`config.mk`:
```
export PLATFORM = sky130hd
export DESIGN_NAME = param_sync_memory
export DESIGN_NICKNAME = d
export VERILOG_FILES = /design/src/rtl/param_sync_memory.sv
export SDC_FILE = /design/constraint.sdc
export NUM_CORES = 1
export LEC_CHECK = 0
export ABC_CLOCK_PERIOD_IN_PS = 3200
export CAP_MARGIN = 20
export CORE_MARGIN = 2
export CORE_UTILIZATION = 55
export CTS_BUF_LIST = sky130_fd_sc_hd__clkbuf_2
export DETAILED_ROUTE_END_ITERATION = 10
export MAX_ROUTING_LAYER = met4
export PLACE_DENSITY = 0.81
export SKIP_CTS_REPAIR_TIMING = 1
export SYNTH_ARGS = -nofsm -noshare
export SYNTH_HDL_FRONTEND = slang
export SYNTH_SLANG_ARGS = --single-unit
```
`constraint.sdc`:
```
create_clock -name clk -period 3.2 [get_ports clk]
set_input_delay 0.8 -clock clk [delete_from_list [all_inputs] [get_ports clk]]
set_output_delay 0.8 -clock clk [all_outputs]
set_load 0.01 [all_outputs]
```
`src/rtl/param_sync_memory.sv`:
```
// Parametrised synchronous memory: separate read/write ports, byte enables,
// read latency 1 or 2, selectable read-during-write, and a hardware clear sweep.
//
// state | meaning
// CLEAR | sweeping zeros into mem[cnt]; accesses ignored, busy high
// IDLE  | normal read/write service; clr starts a new sweep
module param_sync_memory #(
  parameter int DATA_W   = 16,
  parameter int ADDR_W   = 6,
  parameter int READ_LAT = 1,
  parameter int RDW_MODE = 0
) (
  input  logic                  clk,
  input  logic                  rst_n,
  input  logic                  clr,
  output logic                  busy,
  input  logic                  ren,
  input  logic [ADDR_W-1:0]     raddr,
  input  logic                  wen,
  input  logic [ADDR_W-1:0]     waddr,
  input  logic [DATA_W/8-1:0]   be,
  input  logic [DATA_W-1:0]     din,
  output logic [DATA_W-1:0]     dout,
  output logic                  dvalid
);

  localparam int NB    = DATA_W / 8;
  localparam int DEPTH = 2 ** ADDR_W;
  localparam logic [ADDR_W-1:0] LAST = '1;

  if (DATA_W % 8 != 0) begin : g_bad_width
    $error("param_sync_memory: DATA_W must be a multiple of 8");
  end
  if (READ_LAT != 1 && READ_LAT != 2) begin : g_bad_lat
    $error("param_sync_memory: READ_LAT must be 1 or 2");
  end

  typedef enum logic {ST_CLEAR, ST_IDLE} state_t;

  state_t              state, state_nxt;
  logic [ADDR_W-1:0]   cnt, cnt_nxt;
  logic [DATA_W-1:0]   mem [DEPTH];
  logic [DATA_W-1:0]   old_word, merged, rd_word;
  logic [DATA_W-1:0]   s1_data;
  logic                s1_valid;
  logic                rd_en, wr_en;

  assign busy  = (state == ST_CLEAR);
  assign rd_en = !ren && !busy;
  assign wr_en = !wen && !busy;

  always_ff @(posedge clk or negedge rst_n) begin
    if (!rst_n) begin
      state <= ST_CLEAR;
      cnt   <= '0;
    end else begin
      state <= state_nxt;
      cnt   <= cnt_nxt;
    end
  end

  always_comb begin
    state_nxt = state;
    cnt_nxt   = cnt;
    case (state)
      ST_CLEAR: begin
        cnt_nxt = cnt + 1'b1;
        if (cnt == LAST) begin
          state_nxt = ST_IDLE;
          cnt_nxt   = '0;
        end
      end
      ST_IDLE: begin
        if (clr) begin
          state_nxt = ST_CLEAR;
          cnt_nxt   = '0;
        end
      end
      default: state_nxt = ST_CLEAR;
    endcase
  end

  // Storage has no reset; the sweep is what zeroes it.
  always_ff @(posedge clk) begin
    if (busy) begin
      mem[cnt] <= '0;
    end else if (wr_en) begin
      for (int i = 0; i < NB; i++) begin
        if (be[i]) mem[waddr][8*i +: 8] <= din[8*i +: 8];
      end
    end
  end

  always_comb begin
    old_word = mem[raddr];
    merged   = mem[waddr];
    for (int i = 0; i < NB; i++) begin
      if (be[i]) merged[8*i +: 8] = din[8*i +: 8];
    end
    rd_word = old_word;
    if (RDW_MODE == 1 && wr_en && (waddr == raddr)) rd_word = merged;
  end

  always_ff @(posedge clk or negedge rst_n) begin
    if (!rst_n) begin
      s1_data  <= '0;
      s1_valid <= 1'b0;
    end else begin
      s1_data  <= rd_en ? rd_word : '0;
      s1_valid <= rd_en;
    end
  end

  if (READ_LAT == 2) begin : g_lat2
    logic [DATA_W-1:0] s2_data;
    logic              s2_valid;
    always_ff @(posedge clk or negedge rst_n) begin
      if (!rst_n) begin
        s2_data  <= '0;
        s2_valid <= 1'b0;
      end else begin
        s2_data  <= s1_data;
        s2_valid <= s1_valid;
      end
    end
    assign dout   = s2_data;
    assign dvalid = s2_valid;
  end else begin : g_lat1
    assign dout   = s1_data;
    assign dvalid = s1_valid;
  end

endmodule

```
* Word-level counts from Yosys, hierarchy flattened
Memories as Yosys holds them, arrays and structs flattened. Index checks and enable logic that the tools add are counted.
Operators by class: $add $sub $neg 1, equal/unequal tests 2, muxes and demuxes 19, bitwise operators 1, reduce and logical (&&, ||, !) cells 5
Operator list (count):
- 2-to-1 mux 16 bit | 2
- 2-to-1 mux 6 bit | 3
- OR reduction 16 bit | 1
- case mux 6 bit (2 select lines) | 1
- 2-to-1 mux 1 bit | 11
- adder 6 x 1 -> 6 bit, second input constant | 1
- == test 6 bit, second input constant | 1
- logical AND 1 bit | 2
- logical NOT 1 bit | 2
- 2-to-1 mux 2 bit | 1
- inequality test 2 bit, second input constant | 1
- case mux 1 bit (2 select lines) | 1
- inverter 1 bit | 1
Word-level totals: register bits 24, memory bits (writable) 1024, bits of input ports 35, output and inout bits 18, word-level logic and storage cells 33, memories 1
Memory list:
- mem | depth 64, width 16, rd ports 1, clocked after memory_dff 0, write ports 1, RTL line 42 | logic [DATA_W-1:0] mem [DEPTH];

* Depth between registers and ports, before layout
depth after elaboration 7, depth in mapped cells 9, depth with buffers taken out 6

* Least setup slack after synthesis
OpenSTA, ideal clock, no wires.
path kind input to register, start input wen, end memory mem[0][10] (data pin), library setup time 0.367 ns, arrival time 2.656 ns, slack 0.177 ns, stages 5, cells stage by stage and2b_1 o21a_1 clkbuf_1 clkbuf_1 and2_1
On the way: word-level cells in the longest chain between the ends 7, elaborated cells between the ends (all ways) 10, classes of those cells mux (7); reduce/logical (3)
RTL lines:
- from (decl) | RTL line 19 | input logic wen,
- logical NOT 1 bit (*) | RTL line 50 | assign wr_en = !wen && !busy;
- logical AND 1 bit (*) | RTL line 50
- 2-to-1 mux 1 bit | RTL line 87 | end else if (wr_en) begin
- 2-to-1 mux 1 bit | RTL line 85 | if (busy) begin
- 2-to-1 mux 1 bit (not written as such) | RTL line 89 | if (be[i]) mem[waddr][8*i +: 8] <= din[8*i +: 8];
- OR reduction 16 bit (no line) (*)
- 2-to-1 mux 16 bit (no line) (*)
- to (decl) | RTL line 42
Mark *: on every way between the ends. The rest lies on a longest branch, timed or not.

* Worst setup path after layout
start register state, end output busy
On the way: word-level cells in the longest chain between the ends 1
RTL lines:
- from (decl) | RTL line 40 | state_t state, state_nxt;
- from (signal assigned) | RTL line 57 | state <= state_nxt;
- inverter 1 bit
- to (decl) | RTL line 16 | output logic busy,
No other way between the ends.

==> flow_summary_export.csv <==
group,metric,value,unit
status,outcome,"finished with violations",
status,violations,"setup timing",
die,core,73200,um2
setup_path,crit_path_max_incr_delay,0.38,ns
routing,drt-total-wl,100000,um
cts,cts.clk_slew.worst_paths,0.10,ns
run,max_cap_viol_count,0,
routing,detail-route-antenna-nets,0,
synthesis,synth-xor-area-share,0.0430,%
synthesis,muxShareOfSynthArea,15.6,%
power,ir_worst_vdd,0.433,mV
final_layout,area_growth,14.5,%
final_layout,fin_area,46700,um2
final_layout,finish.net_count,2427,
final_layout,final_common_cell,"edfxtp_1",
sta,rsz0062_at_grt,"true",
placed_design,post_dp_cell_area,44300,um2
synthesis,syn_nets,1974,
cts,root_buffer,"clkbuf_2",
die,start_util,55.7,%
sta,worst_pin_slew,1.06,ns
grt,grt_util_all_layers,27.4,%
setup_path,crit_chain,"buf_6, clkinvlp_4, dlymetal6s2s_1",
synthesis,ys_ff_latch,1048,
setup_path,worstPathArrival,2.44,ns
setup_path,worstPathMaxFanout,16,
routing,drc_errors,0,
worst_hold_path,hp-class,"input pin to flip-flop",
sta,finalCriticalPeriod,3.24,ns
cts,max-clock-path-buffers,3,
final_layout,final_cell_mix,"1024 x edfxtp_1, 342 x clkbuf_2, 237 x mux4_2, 228 x buf_4, 133 x nor2_1",
die,die_height,276,um
cts,cts.sinks,1048,
synthesis,synth_compound_area_share,3.00,%
sta,setup_slack,-0.0358,ns
grt,grt_max_degree,65,
routing,drtPass1Iterations,8,
grt,grt_pass1_wl,148000,um
synthesis,ys_seq_area_share,76.9,%
setup_path,crit_type,"flip-flop to output port",
routing,post_drt_wl_per_cell,28.1,um
synthesis,synth_top_family_by_area,"multiplexers",
sta,max_slew_margin,28.9,%
die,dieArea,76300,um2
sta,period_share,101,%
sta,fmax,0.309,GHz
setup_path,crit_required,2.40,ns
synthesis,synthArstFlopShare,2.29,%
placed_design,dp_hpwl,64200,um
die,io_pins,53,
routing,routed_via_density,6.31,
die,die_w,276,um
final_layout,fin_util,63.8,%
cts,htree_levels,4,
setup_path,crit_path_end_kind,"output port",
grt,antenna_found_initial,4,
grt,grt_pass1_vias,23000,
synthesis,synth_area,40800,um2
synthesis,synth_fa_ha_area_share,0.0307,%
power,p_leak,15.9,nW
synthesis,syn_area_per_cell,21.0,um2
placed_design,routabilityCongestion,0.896,
final_layout,fillers,4697,
routing,vias,22500,
synthesis,synth.distinct_cells,52,
placed_design,numPortBuffers,52,
power,power_density,618,nW/um2
setup_path,startpoint_type,"flip-flop",
grt,grt_overflow,0,
synthesis,synth-edff-count,1024,
die,row_count,99,
setup_path,cpMaxStageDelayCell,"dfrtp_1",
sta,finalHoldViolations,0,
sta,slew_viol_final,0,
sta,final.setup_skew,0.114,ns
synthesis,postSynthCellCount,1938,
final_layout,post_route_cells_drive_above_1_share,35.5,%
synthesis,ys.flop_type,"edfxtp_1",
cts,clk_latency,1.54,ns
synthesis,yosysWarnings,0,
routing,first_iter_violations,2986,
synthesis,synthSimpleGateAreaFrac,2.86,%
cts,cts_buffers,238,
cts,cts_tree,"done",
sta,setup_violations,1,
## power breakdown
group / switching [W] / internal (W) / leakage (nW)
registers: 0.000294 / 0.0159 / 9.63
logic: 0.00247 / 0.00151 / 4.55
clock network: 0.00523 / 0.00340 / 1.70
total: 0.00799 / 0.0208 / 15.9
## per-stage QoR
step | std cells | TNS, ns | setup slack (ns) | hold WS (ns) | power, W
finish | 3562 | -0.0358 | -0.0358 | 0.0449 | 0.0288
global route | 3558 | -0.386 | -0.173 | -0.0280 | 0.0298
floorplan | 1938 | 0 | 0.177 | 0.504 | 0.0183
detailed placement | 3107 | -266.60 | -0.610 | 0.633 | 0.0204
CTS | 3549 | -1.18 | -0.601 | -0.371 | 0.0288
global placement | 3107 | -234.62 | -0.573 | 0.594 | 0.0202
## worst max-delay path: cells and delay by family (launching register included)
| family | cells | cell delay (ns) |
|---|---|---|
| buffers and inverters | 3 | 0.59 |
| flip-flops | 1 | 0.38 |
## cells by family (layout without fill, tap and decap cells)
group,count (synthesis),count (layout)
simple gates,273,273
buf+inv,108,763
other cells,0,10
fa+ha+maj,1,1
xor+xnor,2,2
mux,329,329
flops,1048,1048
compound gates,177,177
## final cells by class
type                            count  area, um2  share of cell area [%]
Clock inverter                    100        567                    1.21
Timing Repair Buffer              318       2990                    6.41
Clock buffer                      342       1710                    3.67
Multi-Input combinational cell    782       8820                    18.9
Sequential cell                  1048      31400                    67.2
Tap cell                          959       1200                    2.57
Antenna cell                       10       25.0                  0.0536
Inverter                            3       15.0                  0.0322
## flip-flops by register name, indices dropped and copies added, names as in the netlist
signal,count
cnt,6
dout,16
dvalid,1
mem,1024
state,1
## per-layer routing
layer | vias up | routed length, um | global-route usage (%) | share of wire, %
met2 | 1686 | 47700 | 40.8 | 48
li1 | 9158 | - | - | -
met5 | - | 0 | - | 0
met1 | 11400 | 36200 | 36.0 | 36
met3 | 248 | 12800 | 7.76 | 13
met4 | 0 | 3550 | 11.5 | 3.5
## path summary, 6_finish.rpt
check / cells after the start / from / slack, ns / endpoint
min: 2 / clr / 0.04 / cnt[4]
max in group asynchronous: 3 / rst_n / 2.57 / dout[0]
min reg2reg: 1 / cnt[5] / 0.66 / cnt[5]
max reg2reg: 8 / state / 0.12 / mem[24][15]
max: 3 / state / -0.04 / busy
min in group asynchronous: 3 / rst_n / 0.27 / cnt[5]
## synth_stat cells (15+ instances only)
| library cell | number | area (um2) |
|---|---|---|
| a211oi_1 | 29 | 218 |
| and2_1 | 16 | 100 |
| buf_2 | 38 | 190 |
| buf_4 | 20 | 150 |
| clkbuf_1 | 32 | 120 |
| dfrtp_1 | 24 | 601 |
| edfxtp_1 | 1024 | 30700 |
| mux2_2 | 15 | 169 |
| mux2i_1 | 72 | 721 |
| mux4_2 | 237 | 5340 |
| nand2_1 | 73 | 274 |
| nor2_1 | 140 | 526 |
| o21ai_0 | 21 | 105 |
| o22ai_1 | 50 | 313 |
No activity file was read; power rests on OpenSTA's default activity.
